## config.mk

```make
export PLATFORM = sky130hd
export DESIGN_NAME = br_fifo
export DESIGN_NICKNAME = d
export VERILOG_FILES = /design/src/rtl/br_pkg.sv /design/src/rtl/br_ptr_ctr.sv /design/src/rtl/br_fifo.sv
export SDC_FILE = /design/constraint.sdc
export NUM_CORES = 1
export LEC_CHECK = 0
export ABC_AREA = 1
export CORE_MARGIN = 2
export CORE_UTILIZATION = 39
export CTS_CLUSTER_SIZE = 24
export DETAILED_ROUTE_END_ITERATION = 12
export PLACE_DENSITY = 0.68
export SYNTH_ARGS = -nofsm -noshare
export SYNTH_HDL_FRONTEND = slang
export SYNTH_SLANG_ARGS = --single-unit
```

## constraint.sdc

```tcl
create_clock -name clk -period 5.23 [get_ports clk]
set_input_delay 1.046 -clock clk [delete_from_list [all_inputs] [get_ports clk]]
set_output_delay 1.046 -clock clk [all_outputs]
set_load 0.005 [all_outputs]
```

## src/rtl/br_pkg.sv

```systemverilog
`default_nettype none
// ============================================================================
// Module      : br_pkg
// Description : Shared defaults and control-word bit indices for the buffer
//               register FIFO between the MBR and the ALU/register side.
// Revision    : 1.0 - initial release
// ============================================================================
package br_pkg;

  // Default geometry of the buffer queue
  localparam int BR_WIDTH = 16;
  localparam int BR_DEPTH = 4;

  // Control-word bit positions, shared with the microword definition
  localparam int BR_LOAD_BIT = 7;
  localparam int BR_POP_BIT  = 8;
  localparam int BR_CLR_BIT  = 9;

  // Pointer width for a DEPTH-entry queue; a one-entry queue still gets one bit
  function automatic int br_ptr_w(input int depth);
    return (depth > 1) ? $clog2(depth) : 1;
  endfunction

endpackage
`default_nettype wire

```

## src/rtl/br_ptr_ctr.sv

```systemverilog
`default_nettype none
// ============================================================================
// Module      : br_ptr_ctr
// Description : Modulo-DEPTH wrapping pointer with enable and synchronous
//               clear. Used for both the read and the write pointer.
// Revision    : 1.0 - initial release
// ============================================================================
module br_ptr_ctr
  import br_pkg::*;
#(
  parameter int DEPTH = BR_DEPTH,
  parameter int PW    = br_ptr_w(DEPTH)
) (
  input  logic          clk,
  input  logic          rst_n,
  input  logic          en,
  input  logic          clr,
  output logic [PW-1:0] ptr
);

  logic [PW-1:0] ptr_q;
  logic [PW-1:0] ptr_d;

  // Next pointer: clear wins, otherwise advance and wrap at DEPTH-1
  always_comb begin
    ptr_d = ptr_q;
    if (clr) begin
      ptr_d = '0;
    end else if (en) begin
      if (ptr_q == PW'(DEPTH - 1)) begin
        ptr_d = '0;
      end else begin
        ptr_d = ptr_q + PW'(1);
      end
    end
  end

  // Pointer register
  always_ff @(posedge clk or negedge rst_n) begin
    if (!rst_n) begin
      ptr_q <= '0;
    end else begin
      ptr_q <= ptr_d;
    end
  end

  assign ptr = ptr_q;

endmodule
`default_nettype wire

```

## src/rtl/br_fifo.sv

```systemverilog
`default_nettype none
// ============================================================================
// Module      : br_fifo
// Description : DEPTH-entry circular buffer register between MBR and the
//               datapath. Pushes/pops/clears under control-word strobes,
//               presents the oldest word (or the last popped one when empty),
//               and keeps sticky overflow/underflow bits.
// Revision    : 1.0 - initial release
// ============================================================================
module br_fifo
  import br_pkg::*;
#(
  parameter int WIDTH    = BR_WIDTH,
  parameter int DEPTH    = BR_DEPTH,
  parameter int LOAD_BIT = BR_LOAD_BIT,
  parameter int POP_BIT  = BR_POP_BIT,
  parameter int CLR_BIT  = BR_CLR_BIT
) (
  input  logic                       clk,
  input  logic                       rst_n,
  input  logic [31:0]                control_signal,
  input  logic [WIDTH-1:0]           mbr_in,
  output logic [WIDTH-1:0]           br_out,
  output logic                       empty,
  output logic                       full,
  output logic [$clog2(DEPTH+1)-1:0] count,
  output logic                       overflow,
  output logic                       underflow
);

  localparam int PW = br_ptr_w(DEPTH);
  localparam int CW = $clog2(DEPTH + 1);

  logic             ld;
  logic             pp;
  logic             cl;
  logic             unused_ctrl;
  logic             pop_ok;
  logic             push_ok;
  logic             adv_rd;
  logic             adv_wr;
  logic [PW-1:0]    rd_ptr;
  logic [PW-1:0]    wr_ptr;

  logic [CW-1:0]    count_q;
  logic [CW-1:0]    count_d;
  logic [WIDTH-1:0] last_q;
  logic [WIDTH-1:0] last_d;
  logic             overflow_q;
  logic             overflow_d;
  logic             underflow_q;
  logic             underflow_d;
  logic [WIDTH-1:0] mem_q [DEPTH];
  logic [WIDTH-1:0] mem_d [DEPTH];

  assign ld          = control_signal[LOAD_BIT];
  assign pp          = control_signal[POP_BIT];
  assign cl          = control_signal[CLR_BIT];
  // Only three bits of the microword matter here
  assign unused_ctrl = ^control_signal;

  assign empty   = (count_q == '0);
  assign full    = (count_q == CW'(DEPTH));
  // Push is judged against the pre-edge count, so a same-cycle pop frees a slot
  assign pop_ok  = pp & ~empty;
  assign push_ok = ld & (~full | pop_ok);
  assign adv_rd  = pop_ok & ~cl;
  assign adv_wr  = push_ok & ~cl;

  br_ptr_ctr #(.DEPTH(DEPTH), .PW(PW)) u_rd_ptr (
    .clk   (clk),
    .rst_n (rst_n),
    .en    (adv_rd),
    .clr   (cl),
    .ptr   (rd_ptr)
  );

  br_ptr_ctr #(.DEPTH(DEPTH), .PW(PW)) u_wr_ptr (
    .clk   (clk),
    .rst_n (rst_n),
    .en    (adv_wr),
    .clr   (cl),
    .ptr   (wr_ptr)
  );

  // Next state for storage, occupancy, held output and sticky error bits
  always_comb begin
    count_d     = count_q;
    last_d      = last_q;
    overflow_d  = overflow_q;
    underflow_d = underflow_q;
    mem_d       = mem_q;
    if (cl) begin
      // Clear drops everything except the raw storage contents
      count_d     = '0;
      last_d      = '0;
      overflow_d  = 1'b0;
      underflow_d = 1'b0;
    end else begin
      if (pop_ok) begin
        last_d = mem_q[rd_ptr];
      end
      if (push_ok) begin
        mem_d[wr_ptr] = mbr_in;
      end
      if (pp && empty) begin
        underflow_d = 1'b1;
      end
      if (ld && !push_ok) begin
        overflow_d = 1'b1;
      end
      if (push_ok && !pop_ok) begin
        count_d = count_q + CW'(1);
      end else if (pop_ok && !push_ok) begin
        count_d = count_q - CW'(1);
      end
    end
  end

  // Control state with asynchronous reset
  always_ff @(posedge clk or negedge rst_n) begin
    if (!rst_n) begin
      count_q     <= '0;
      last_q      <= '0;
      overflow_q  <= 1'b0;
      underflow_q <= 1'b0;
    end else begin
      count_q     <= count_d;
      last_q      <= last_d;
      overflow_q  <= overflow_d;
      underflow_q <= underflow_d;
    end
  end

  // Entry storage; never read while its slot is invalid, so no reset needed
  always_ff @(posedge clk) begin
    mem_q <= mem_d;
  end

  assign br_out    = empty ? last_q : mem_q[rd_ptr];
  assign count     = count_q;
  assign overflow  = overflow_q;
  assign underflow = underflow_q;

endmodule
`default_nettype wire

```

==> run_results.csv, run 1 <==
group,metric,value,unit
status,status,"completed",
placed_design,io_buffers,43,
worst_setup_path,worstPathRequired,4.18,ns
cts,insertion_delay,0.36,ns
sta,tns,0,ns
sta,fin_worst_skew,0.007550,ns
synthesis,ys_ff_latch,89,
sta,finalHoldWorstSlack,0.5005,ns
synthesis,syn_inst,323,
drt,routed_wl,7.322,mm
worst_setup_path,crit_path_start_kind,"flip-flop",
placed_design,gp_congestion,0.7442,
drt,maxUsedRoutingLayer,"met4",
drt,ant_nets,0,
cts,cts_root_buf,"clkbuf_8",
cts,clk_path_buf_depth,2,
drt,wl_met3,472,um
worst_setup_path,crit_fanout,35,
sta,hold_viol,0,
grt,gr-total-overflow,0,
die,fp.dieW,103.1,um
sta,min_period_over_period,0.6893,
drt,dr_wl_met2,3.429,mm
sta,setup_viol,0,
sta,rsz0062_at_grt,"false",
grt,antenna_found_initial,0,
worst_hold_path,holdCritPathClass,"flip-flop to flip-flop",
worst_setup_path,crit_type,"flip-flop to output pin",
sta,period_minus_slack,3.605,ns
layout,n_antenna_cell,0,
synthesis,avgSynthCellArea,11.85,sq um
sta,drv_slew,0,
cts,cts_resized,0,
drt,vias_per_cell,4.926,
layout,fillers,890,
power_and_ir_drop,worst_ir_drop_vdd,0.0001900,V
worst_setup_path,path_cells,"buf_4, inv_2, o21ai_0, o22a_1, o21ai_1, clkdlybuf4s50_1",
sta,worst_pin_slew,1.090,ns
synthesis,yosysWarnings,0,
worst_setup_path,arrival,2.56,ns
synthesis,ys_seq_area_frac,0.6654,
synthesis,synth_nets,379,
worst_setup_path,end_kind,"output pin",
die,die_y,103.1,um
sta,max_freq,277.4,MHz
synthesis,synth_area,3829,sq um
drt,drtPass1Iterations,4,
die,initial_core_util,0.3972,
drt,drc,0,
grt,grt_usage,0.1475,
layout,area_delta_synth_final,17.58,%
worst_setup_path,cpPeakStageDelay,0.53,ns
layout,nets,418,
cts,cts.sinks,89,
cts,cts_hold_buf,0,
drt,first_iter_violations,121,
flow_run,cap_viol_max_count,0,
drt,wl_met1,3.310,mm
grt,grt_pass1_wl,11.87,mm
grt,grt_pass1_vias,2390,
cts,clkTransAtPathRegs,0.09,ns
synthesis,post_synth_num_cell_types,28,
cts,htreeDepth,3,
layout,drive_above_1_share,0.1226,
die,die_area,10630,sq um
drt,vias,2463,
power_and_ir_drop,powerDensity,506.3,nW/um^2
sta,slew_headroom,0.2707,
placed_design,dp_hpwl,4.699,mm
cts,cts_tree,"yes",
drt,avgRoutedWirePerCell,14.64,um
grt,grt_max_degree,36,
worst_setup_path,slowest_stage,"clkdlybuf4s50_1",
die,ios,73,
cts,numCtsBuffers,9,
die,fp-row-count,36,
die,core_area,9639,sq um
power_and_ir_drop,p_leak,1.642,nW
cts,post_cts_buffers,0,
[flip-flops by register name, indices dropped and copies added, names as in the netlist]
register      count
u_wr_ptr.ptr      2
overflow          1
last_q           16
mem_q            64
count             3
u_rd_ptr.ptr      2
underflow         1
[layer usage]
| metal | track usage | up-vias |
|---|---|---|
| met1 | 0.2057 | 1181 |
| li1 | - | 1212 |
| met2 | 0.2268 | 61 |
| met4 | 0.06073 | 0 |
| met3 | 0.02983 | 9 |
| met5 | 0 | - |
[cell usage in the layout, fill, tap and decap left out, types with 2 or more instances in the layout]
cell type         n
a21oi_1          11
a21oi_2           7
clkbuf_8          9
clkdlybuf4s50_1  43
clkinvlp_4        2
dfrtp_1          25
edfxtp_1         64
ha_1              5
inv_1            18
inv_2             4
inv_6             3
nand2_1          37
nand2_4           2
nand3_1           5
nor2_1           34
nor2_2            4
o21ai_0          25
o21ai_1          41
o21ai_2           2
o22a_1            9
o22a_2            7
[report_power, final]
group | internal [mW] | switching [mW] | leakage [nW]
Combinational | 0.431 | 0.508 | 0.639
Sequential | 0.845 | 0.0580 | 0.914
Clock | 0.182 | 0.255 | 0.0888
Total | 1.46 | 0.821 | 1.64
[area by class of cell]
type                            instances  area [sq um]  area share
Clock inverter                          7         61.31     0.01362
Sequential cell                        89          2547      0.5659
Multi-Input combinational cell        196          1082      0.2404
Timing Repair Buffer                   44         437.9     0.09728
Clock buffer                            9         123.9     0.02752
Tap cell                              133         166.4     0.03697
Inverter                               22         82.58     0.01834
[cells by family (layout without fill, tap and decap cells)]
group,Yosys count,in the layout,share of synthesized area
DFF,89,89,0.6654
and+or+nand+nor,87,87,0.09640
adders and majority gates,6,6,0.02157
buffers and inverters,38,82,0.05457
AOI/OAI and AO/OA,103,103,0.1621
[final timing paths]
kind / slack, ns / startpoint / cells past startpoint / end
worst min-delay path: 0.50 / underflow / 1 / underflow
worst min register to register: 0.50 / underflow / 1 / underflow
max in group asynchronous: 3.30 / rst_n / 1 / last_q[0]
worst max register to register: 3.15 / count[1] / 6 / mem_q[55]
min in group asynchronous: 1.27 / rst_n / 1 / count[1]
worst max-delay path: 1.62 / u_rd_ptr.ptr[0] / 6 / br_out[15]
[critical path, delay by kind of cell, from the launching register on]
family,cells,cell delay [ns]
DFF,1,0.37
buffers and inverters,3,1.27
AOI/OAI and AO/OA,3,0.56
[synth_stat cells (all sizes together)]
library cell	n	area, sq um
a21oi	18	116.4
buf	13	113.9
clkbuf	3	12.51
dfrtp	25	625.6
edfxtp	64	1922
fa	1	20.02
ha	5	62.56
inv	22	82.57
nand2	39	161.4
nand3	6	35.03
nand3b	1	7.510
nand4	1	6.260
nor2	39	153.9
nor3	1	5.000
o21a	1	7.510
o21ai	68	347.8
o22a	16	148.9
[through the flow]
stage / setup slack, ns / instances / utilization / cell area (sq um) / power [mW]
3_5_place_dp: 1.669 / 484 / 0.4478 / 4317 / 1.863
4_1_cts: 1.598 / 500 / 0.4670 / 4502 / 2.299
3_3_place_gp: 1.688 / 484 / 0.4478 / 4317 / 1.839
6_report: 1.625 / 500 / 0.4670 / 4502 / 2.279
5_1_grt: 1.370 / 500 / 0.4670 / 4502 / 2.450
2_1_floorplan: 2.758 / 323 / - / 3829 / 1.498
No activity file was read; power rests on OpenSTA's default activity.
==> run 2, diff against run 1 <==
Clock period 5.23 ns to 3.6 ns, I/O delays scaled along.
==> run 2 against run 1 <==
Register-to-register slack got worse by 1.4 ns. Global-route usage grew 0.22 points. Sequential power increased by 45%. Combinational power rose by 47%. Clock power rose by 49%. Critical path depth shrank 1. Largest cell class unchanged. Largest power group unchanged.
==> run_results.csv, run 2 (synthesis gave the netlist of run 1 again) <==
group,metric,value,unit
layout,drive_above_1_share,0.1283,
worst_setup_path,worstPathRequired,2.88,ns
worst_setup_path,crit_path_start,"u_rd_ptr.ptr[1]",
placed_design,place_area,4359,sq um
cts,insertion_delay,0.36,ns
layout,nets,425,
cts,cts_resized,0,
power_and_ir_drop,p_leak,1.686,nW
worst_setup_path,crit_fanout,18,
drt,vias_per_cell,4.801,
placed_design,dp_hpwl,4.641,mm
sta,fin_ws,0.4127,ns
drt,ant_nets,0,
drt,drc,0,
drt,routed_wl,7.403,mm
drt,first_iter_violations,129,
worst_setup_path,end_kind,"output pin",
layout,final_common_cell,"edfxtp_1",
sta,worst_pin_slew,0.6622,ns
worst_setup_path,crit_type,"flip-flop to output pin",
placed_design,gp_congestion,0.7410,
die,die_y,103.1,um
sta,slew_headroom,0.5585,
power_and_ir_drop,power_frac_comb,0.412,
grt,grt_max_degree,35,
drt,vias,2434,
power_and_ir_drop,powerDensity,734.6,nW/um^2
layout,final_cell_mix,"edfxtp_1 (64), clkdlybuf4s50_1 (43), o21ai_1 (41)",
power_and_ir_drop,clkPwrFrac,0.195,
worst_hold_path,holdCritPathClass,"flip-flop to flip-flop",
power_and_ir_drop,worst_ir_drop_vdd,0.0003149,V
power_and_ir_drop,switching_share,0.3593,
grt,grt_pass1_wl,11.77,mm
die,fp.dieW,103.1,um
die,fp-row-count,36,
placed_design,io_buffers,43,
grt,grt_usage,0.1498,
cts,htreeDepth,3,
cts,cts_root_buf,"clkbuf_8",
grt,gr-total-overflow,0,
status,status,"completed",
cts,numCtsBuffers,9,
power_and_ir_drop,report.power.total,3.343,mW
layout,largest-register,"mem_q",
layout,n_antenna_cell,0,
worst_setup_path,rrSetupSlack,1.79,ns
worst_setup_path,arrival,2.47,ns
worst_setup_path,slowest_stage,"dfrtp_1",
grt,antenna_found_initial,0,
power_and_ir_drop,p_int,2.142,mW
layout,largest_register_ffs,64,
sta,rsz0062_at_grt,"false",
power_and_ir_drop,seqPwrFrac,0.393,
die,initial_core_util,0.3972,
cts,clkTransAtPathRegs,0.09,ns
sta,setup_viol,0,
layout,area_delta_synth_final,18.86,%
cts,cts_hold_buf,0,
worst_setup_path,cpPeakStageDelay,0.64,ns
sta,fin_worst_skew,0.007937,ns
sta,drv_slew,0,
sta,max_freq,313.7,MHz
sta,min_period_over_period,0.8854,
layout,fillers,918,
worst_setup_path,reg2reg_from,"count[1]",
cts,cts.sinks,89,
sta,tns,0,ns
power_and_ir_drop,p_switching,1.201,mW
placed_design,place_ws,0.8069,ns
worst_setup_path,path_cells,"inv_2, o21ai_0, o22a_1, o21ai_1, clkdlybuf4s50_1",
cts,post_cts_buffers,0,
layout,final_cell_area,4551,sq um
drt,drtPass1Iterations,4,
sta,period_minus_slack,3.187,ns
drt,avgRoutedWirePerCell,14.60,um
sta,hold_viol,0,
flow_run,cap_viol_max_count,0,
cts,clk_path_buf_depth,2,
worst_hold_path,min_from,"underflow",
die,die_area,10630,sq um
die,core_area,9639,sq um
die,ios,73,
worst_setup_path,crit_path_start_kind,"flip-flop",
grt,grt_pass1_vias,2337,
cts,cts_tree,"yes",
==> run 2: changes by cell type in the layout (fill, tap and decap cells not counted), sizes merged <==
| cell | delta |
|---|---|
| buf | +7 |
| clkinvlp | -1 |
| inv | +1 |
==> run 2: path summary, 6_finish.rpt <==
check / endpoint / cells after the start
hold / removal: underflow / 1
min in group asynchronous: underflow / 2
setup reg to reg: count[2] / 12
setup / recovery: br_out[15] / 5
hold reg to reg: underflow / 1
max in group asynchronous: last_q[4] / 2
==> run 2: power by group through the flow <==
stage               clock network (mW)  registers, mW  logic (mW)
finish                           0.652           1.31        1.38
global route                     0.715           1.33        1.54
CTS                              0.671           1.32        1.39
detailed placement                   0           1.34        1.38
global placement                     0           1.33        1.36
floorplan                            0           1.32       0.858
==> run 2: critical path, delay by kind of cell (launching register included) <==
family	cells	cell delay, ns
flops	1	0.64
compound gates	3	0.56
buf+inv	2	0.89
==> run 2: layer usage <==
layer,wire [um],vias up,share of wire,GRT usage
met5,0,-,0,0
met4,104,0,0.014,0.05668
met3,390,7,0.053,0.03932
met2,3393,47,0.46,0.2283
met1,3515,1152,0.47,0.2070
li1,-,1228,-,-
==> run 2: cell type report <==
cell class	instances	area (sq um)	share of cell area
clock buffers	9	123.9	0.02722
inverters	22	82.58	0.01815
well taps	133	166.4	0.03657
clock inverters	7	67.56	0.01485
repair buffers	51	490.5	0.1078
multi-input cells	196	1072	0.2356
flip-flops and latches	89	2547	0.5598
==> run 2: per-stage QoR <==
| step | util | std cells | hold WS [ns] |
|---|---|---|---|
| finish | 0.4721 | 507 | 0.5145 |
| CTS | 0.4721 | 507 | 0.5231 |
| global placement | 0.4522 | 491 | 0.4797 |
| global route | 0.4721 | 507 | 0.5511 |
| floorplan | - | 323 | 0.4244 |
| detailed placement | 0.4522 | 491 | 0.5023 |
